<file path="config.mk">
export PLATFORM = sky130hd
export DESIGN_NAME = data_frame_rx
export DESIGN_NICKNAME = d
export VERILOG_FILES = /design/src/rtl/data_frame_rx.sv
export SDC_FILE = /design/constraint.sdc
export NUM_CORES = 1
export LEC_CHECK = 0
export CAP_MARGIN = 20
export CELL_PAD_IN_SITES_DETAIL_PLACEMENT = 0
export CELL_PAD_IN_SITES_GLOBAL_PLACEMENT = 1
export CORE_MARGIN = 10
export CORE_UTILIZATION = 37
export DETAILED_ROUTE_END_ITERATION = 12
export PLACE_DENSITY = 0.85
export SLEW_MARGIN = 25
export SYNTH_ARGS = -nofsm -noshare
export SYNTH_HDL_FRONTEND = slang
export SYNTH_SLANG_ARGS = --single-unit
</file>
<file path="constraint.sdc">
create_clock -name clk -period 7.2 [get_ports clk]
set_input_delay 1.8 -clock clk [delete_from_list [all_inputs] [get_ports clk]]
set_output_delay 1.8 -clock clk [all_outputs]
set_load 0.05 [all_outputs]
</file>
<file path="src/rtl/data_frame_rx.sv">
`default_nettype none
// ============================================================================
// Module  : data_frame_rx
// Brief   : AXI4-Stream receiver for fixed-length frames. Publishes good
//           frames atomically and flags short, long and partial-keep frames.
// Revision: 1.0 - initial release
// ============================================================================
module data_frame_rx #(
  parameter int DATA_W = 32,
  parameter int WORDS  = 3,   // data_1..data_3 are the only outputs, so 3 is the only usable value
  parameter int CNT_W  = 16
) (
  input  logic                  clk,
  input  logic                  reset,
  input  logic [DATA_W-1:0]     s_tdata,
  input  logic                  s_tvalid,
  input  logic                  s_tlast,
  input  logic [DATA_W/8-1:0]   s_tkeep,
  output logic                  s_tready,
  output logic [DATA_W-1:0]     data_1,
  output logic [DATA_W-1:0]     data_2,
  output logic [DATA_W-1:0]     data_3,
  output logic                  frame_done,
  output logic                  err_short,
  output logic                  err_long,
  output logic                  err_keep,
  output logic [CNT_W-1:0]      frame_cnt
);

  localparam int                   c_keep_w   = DATA_W / 8;
  localparam int                   c_idx_w    = $clog2(WORDS);
  localparam logic [c_idx_w-1:0]   c_last_idx = c_idx_w'(WORDS - 1);
  localparam logic [c_keep_w-1:0]  c_keep_all = '1;

  typedef enum logic [0:0] {
    ST_RECV = 1'b0,
    ST_DROP = 1'b1
  } state_t;

  state_t               r_state, w_state_n;
  logic                 r_ready;
  logic [c_idx_w-1:0]   r_idx, w_idx_n;
  logic                 r_keep_bad, w_keep_bad_n;
  logic [DATA_W-1:0]    r_stage [WORDS-1];
  logic [DATA_W-1:0]    w_stage_n [WORDS-1];
  logic [DATA_W-1:0]    r_data [WORDS];
  logic [DATA_W-1:0]    w_data_n [WORDS];
  logic                 r_done, w_done_n;
  logic                 r_short, w_short_n;
  logic                 r_long, w_long_n;
  logic                 r_keep, w_keep_n;
  logic [CNT_W-1:0]     r_cnt, w_cnt_n;

  logic                 w_accept;
  logic                 w_beat_bad;

  assign w_accept   = s_tvalid & r_ready;
  assign w_beat_bad = (s_tkeep != c_keep_all);

  always_comb begin
    w_state_n    = r_state;
    w_idx_n      = r_idx;
    w_keep_bad_n = r_keep_bad;
    w_stage_n    = r_stage;
    w_data_n     = r_data;
    w_done_n     = 1'b0;
    w_short_n    = 1'b0;
    w_long_n     = 1'b0;
    w_keep_n     = 1'b0;
    w_cnt_n      = r_cnt;

    if (w_accept) begin
      case (r_state)
        ST_RECV: begin
          if (r_idx < c_last_idx) begin
            if (!s_tlast) begin
              for (int i = 0; i < WORDS - 1; i++) begin
                if (r_idx == c_idx_w'(i)) begin
                  w_stage_n[i] = s_tdata;
                end
              end
              w_idx_n      = r_idx + c_idx_w'(1);
              w_keep_bad_n = r_keep_bad | w_beat_bad;
            end else begin
              w_short_n    = 1'b1;
              w_keep_n     = r_keep_bad | w_beat_bad;
              w_idx_n      = '0;
              w_keep_bad_n = 1'b0;
            end
          end else if (s_tlast) begin
            w_idx_n      = '0;
            w_keep_bad_n = 1'b0;
            if (r_keep_bad | w_beat_bad) begin
              w_keep_n = 1'b1;
            end else begin
              for (int i = 0; i < WORDS - 1; i++) begin
                w_data_n[i] = r_stage[i];
              end
              w_data_n[WORDS-1] = s_tdata;
              w_done_n          = 1'b1;
              w_cnt_n           = r_cnt + CNT_W'(1);
            end
          end else begin
            // Final word without TLAST: swallow the rest of this frame.
            w_long_n  = 1'b1;
            w_state_n = ST_DROP;
            w_idx_n   = '0;
          end
        end
        ST_DROP: begin
          if (s_tlast) begin
            w_state_n    = ST_RECV;
            w_keep_bad_n = 1'b0;
          end
        end
        default: begin
          w_state_n = ST_RECV;
        end
      endcase
    end
  end

  always_ff @(posedge clk or posedge reset) begin
    if (reset) begin
      r_state    <= ST_RECV;
      r_ready    <= 1'b0;
      r_idx      <= '0;
      r_keep_bad <= 1'b0;
      for (int i = 0; i < WORDS - 1; i++) begin
        r_stage[i] <= '0;
      end
      for (int i = 0; i < WORDS; i++) begin
        r_data[i] <= '0;
      end
      r_done     <= 1'b0;
      r_short    <= 1'b0;
      r_long     <= 1'b0;
      r_keep     <= 1'b0;
      r_cnt      <= '0;
    end else begin
      r_state    <= w_state_n;
      r_ready    <= 1'b1;
      r_idx      <= w_idx_n;
      r_keep_bad <= w_keep_bad_n;
      r_stage    <= w_stage_n;
      r_data     <= w_data_n;
      r_done     <= w_done_n;
      r_short    <= w_short_n;
      r_long     <= w_long_n;
      r_keep     <= w_keep_n;
      r_cnt      <= w_cnt_n;
    end
  end

  assign s_tready   = r_ready;
  assign data_1     = r_data[0];
  assign data_2     = r_data[1];
  assign data_3     = r_data[2];
  assign frame_done = r_done;
  assign err_short  = r_short;
  assign err_long   = r_long;
  assign err_keep   = r_keep;
  assign frame_cnt  = r_cnt;

endmodule
`default_nettype wire
</file>
[Word level (Yosys, flattened, before mapping)]
Cells that the tools add are included.
Storage, ports and cells
  logic and storage cells: 56
  output and inout port bits: 117
  register bits: 185
  latch bits: 0
  bits in writable memories: 0
  bits of input ports: 40
  memories: 0
  ROM bits: 0
Cells by class
  equal/unequal tests: 2
  reductions and logical operators: 5
  div/mod/pow operators: 0
  shifts and indexed selects: 0
  order comparisons: 1
  mux-type cells: 26
  add/sub/neg operators: 2
  $mul: 0
  bitwise gates (word level): 6
Operators with widths (number)
  1-bit two-way mux: 22
  16-bit by 1-bit adder with 16-bit output, second input constant: 1
  5-bit AND reduction: 3
  2-bit two-way mux: 2
  4-bit != test, second input constant: 1
  1-bit NOT: 4
  1-bit case mux with 2 select lines: 2
  2-bit by 1-bit adder with 2-bit output, second input constant: 1
  2-bit by 1-bit == test with 1-bit output, second input constant: 1
  2-bit zero test: 1
  2-bit < comparator, second input constant: 1
  2-bit AND reduction: 1
  1-bit bitwise AND: 1
  1-bit bitwise OR: 1

[Longest topological paths before layout]
  word-level depth: 7
  mapped depth: 6

[Least setup slack after synthesis]
Ideal clock, no wire load.
  path type: input -> register
  start point: input port s_tkeep[2]
  end point: register r_data, in the netlist data_3[15]
  data required time: 7075 ps
  arrival time: 2962 ps
  buffers on the path: 2
  setup slack: 4114 ps
  stages on the path: 5
  library setup time: 125 ps
  path through: nand4_1 -> nor4_4 -> buf_4 -> buf_4 -> mux2_2
On the way
  cells in the longest elaborated chain, start to end: 4
Ends and longest elaborated chain
  from (decl): line 18  | input logic [DATA_W/8-1:0] s_tkeep,
  4-bit != test: line 58  | assign w_beat_bad = (s_tkeep != c_keep_all);
  1-bit bitwise OR: line 93  | if (r_keep_bad | w_beat_bad) begin
  1-bit NOT (no line)
  5-bit AND reduction (no line)
  to (signal assigned): line 146  | r_data <= w_data_n;
  to (decl): line 46  | logic [DATA_W-1:0] r_data [WORDS];
Every way passes these cells.
A chain may end at the register's enable or synchronous reset.

[Worst setup path in the final report]
  start point: input port s_tvalid
  end point: register r_stage[6] (netlist bit)
On the way
  cells in the longest elaborated chain, start to end: 2
Ends and longest elaborated chain
  from (decl): line 16  | input logic s_tvalid,
  1-bit bitwise AND: line 57  | assign w_accept = s_tvalid & r_ready;
  5-bit AND reduction (no line)
  to (signal assigned): line 145  | r_stage <= w_stage_n;
  to (decl): line 44  | logic [DATA_W-1:0] r_stage [WORDS-1];
Every way passes these cells.

==> results_dict.tcl <==
set metrics [dict create \
    slew_headroom_pct 39.6 \
    synthMostInstantiatedCell "dfrtp_1" \
    cp_top_family "simple AND/OR/NAND/NOR gates" \
    synth.mux.area_fraction_pct 25.9 \
    avgViaCountPerCell 4.91 \
    io_pins 157 \
    synth_xor_area_share_pct 1.87 \
    r2r_cells 4 \
    finalCritPeriodShare_pct 52.6 \
    grt_overflow 0 \
    drt-initial-drc-count 113 \
    setup_viol 0 \
    antenna-diode-count 0 \
    dieArea_mm2 0.0249 \
    crit_required_ns 7.51 \
    place_hpwl_um 10700 \
    postRouteAntennaNets 0 \
    synth_top_family_by_area "multiplexers" \
    critPathMaxFanout 32 \
    gp_congestion 0.737 \
    die_x_um 158 \
    cp-start-kind "input pin" \
    area_delta_synth_final_pct 33.5 \
    cpPeakStageDelay_ns 0.63 \
    drive_gt1_share_pct 33.2 \
    worst_pin_slew_ns 0.902 \
    grt_first_pass_wirelength_um 24600 \
    synth_cell_types 25 \
    cp.arrival_ns 4.10 \
    synth-seq-cells 185 \
    clkTransAtPathRegs_ns 0.07 \
    status "completed" \
    synth_nets 480 \
    cellPowerDensity_mw_per_mm2 286 \
    crit_slowest_cell "nand2_2" \
    synthTopCellsByCount "dfrtp_1 (185), mux2_2 (162), xnor2_1 (14), nand4_1 (12), buf_2 (10)" \
    tns_ns 0 \
    async_flop_share_pct 100 \
    yosysSeqAreaShare_pct 65.8 \
    htree_levels 4 \
    route.vias.total 4140 \
    ir_drop_uv 162 \
    cp_num_cells 5 \
    start_util_pct 37.6 \
    maxCapViolCount 0 \
    max_freq_mhz 264 \
    synth-edff-count 0 \
    fp.dieH_um 158 \
    hold_viol_final 0 \
    grt_max_degree 69 \
    synth_top_area_share_pct 65.8 \
    wl_per_cell_um 18.0 \
    netlist_area_mm2 0.00704 \
    endpoint_kind "register" \
    grt.total_usage_pct 12.5 \
    grt_pass1_vias 4538 \
    cts_tree "built" \
    layout.nets 639 \
    cts_root_buffer "clkbuf_16" \
    fp.coreArea_mm2 0.0187 \
    dr.pass1.iters 4 \
    clk_latency_ns 0.43 \
    fin_util_pct 50.2 \
    ys_warn_count 0 \
    path_buf_inv 1 \
    hp-class "register to register" \
    synth_simple_gate_area_share_pct 3.54 \
    critPathKind "input pin to register" \
    clock_path_buffers 2 \
    clock_sinks 185 \
    grt_antenna_before_repair 0 \
    yosysTopAreaCell "dfrtp_1" \
    fin_crit_ns 3.79 \
    drc_errors 0 \
    numPortBuffers 156 \
    cts.repair.resized 0 \
    rsz0062_at_grt "no" \
    cts_setup_buffers 0 \
    synth_area_per_cell_um2 16.1 \
    synthAdderAreaFrac_pct 0.533 \
    slew_viol_final 0 \
    synth_compound_area_share_pct 0.409 \
    cts_made_buffers 17 \
    min_path_cells 1 \
    synth_area_leaders "dfrtp_1 (66%), mux2_2 (26%), xnor2_1 (1.7%), nand4_1 (1.1%), buf_4 (0.85%)" \
    p_leak_nw 4.28 \
    row_count 50 \
    worstPathCellList "clkdlybuf4s50_1, nand3b_1, nor3_1, nand2_2, mux2_2" \
    netlist_instances 437 \
    finalClockSkew_ns 0.0138 \
    synth_ff_type "dfrtp_1" \
    routed_wl_um 15200 \
    cts_hold_buf 0 \
]
## cell families after synthesis
kind of cell,count (synthesis)
other,1
xor gates and xnor gates,15
AOI/OAI and AO/OA,5
adders and majority gates,3
and+or+nand+nor,42
buffers and inverters,24
muxes,162
DFF,185
## final cells by class
cell class | count | area (µm²)
fill | 1602 | 9310
sequential | 185 | 4630
multi-input combinational | 228 | 2280
timing repair buffer | 160 | 1590
clock buffer | 17 | 425
tap | 234 | 293
clock inverter | 15 | 153
inverter | 4 | 20.0
## sequential cells by signal, summed over array words and instances, names as in the netlist, 2 cells and up
register	flops
r_idx	2
frame_cnt	16
data_2	32
data_1	32
r_stage	64
data_3	32
## worst register-to-register path, cell delays in order (launching register included)
cell      delay [ns]
dfrtp_1         0.38
nand3b_1        0.26
nor3_1          0.40
nand2_2         0.63
mux2_2          0.52
## report_power, final
part / switching, mW / internal [mW] / leakage (nW)
logic: 0.198 / 0.227 / 1.54
clock network: 0.422 / 0.491 / 0.284
registers: 0.104 / 1.25 / 2.46
## final timing paths
| path | from | end | slack, ns |
|---|---|---|---|
| worst max-delay path | s_tvalid | r_stage[6]$_DFFE_PP0P_ | 3.41 |
| worst min-delay path | frame_cnt[15]$_DFFE_PP0P_ | frame_cnt[15]$_DFFE_PP0P_ | 0.49 |
| worst max register to register | r_state$_DFFE_PP0N_ | r_stage[6]$_DFFE_PP0P_ | 4.90 |
| worst min register to register | frame_cnt[15]$_DFFE_PP0P_ | frame_cnt[15]$_DFFE_PP0P_ | 0.49 |
| max in group asynchronous | reset | data_3[7]$_DFFE_PP0P_ | 4.14 |
| min in group asynchronous | reset | data_3[15]$_DFFE_PP0P_ | 1.84 |
## per-stage QoR
step                area [µm²]  setup slack [ns]  total power [mW]  hold WS (ns)  std cells
global route              9390              3.19              2.82         0.492        843
floorplan                 7040             0.371              1.65         0.474        437
CTS                       9390              3.40              2.73         0.489        843
detailed placement        8810              2.94              1.80         0.472        811
global placement          8810              3.08              1.77         0.467        811
finish                    9390              3.41              2.69         0.485        843
## metal layers
| metal | share of wire (%) | GRT usage (%) |
|---|---|---|
| met4 | 1.2 | 4.01 |
| met3 | 8.9 | 5.43 |
| met1 | 40 | 14.1 |
| met5 | 0 | 0 |
| met2 | 50 | 20.8 |
## cell usage in the layout (no fill, tap or decap), drive strengths merged, types with 2 or more instances in the layout
cell,count
and2,5
nor3,3
nand4,12
ha,3
clkdlybuf4s50,156
mux2,162
buf,4
and3,2
nor4,2
a31oi,3
inv,14
nand2,5
dfrtp,185
xnor2,14
clkbuf,17
nor2,5
clkinv,3
nand3,5
Power figures use the tool's default switching activity.
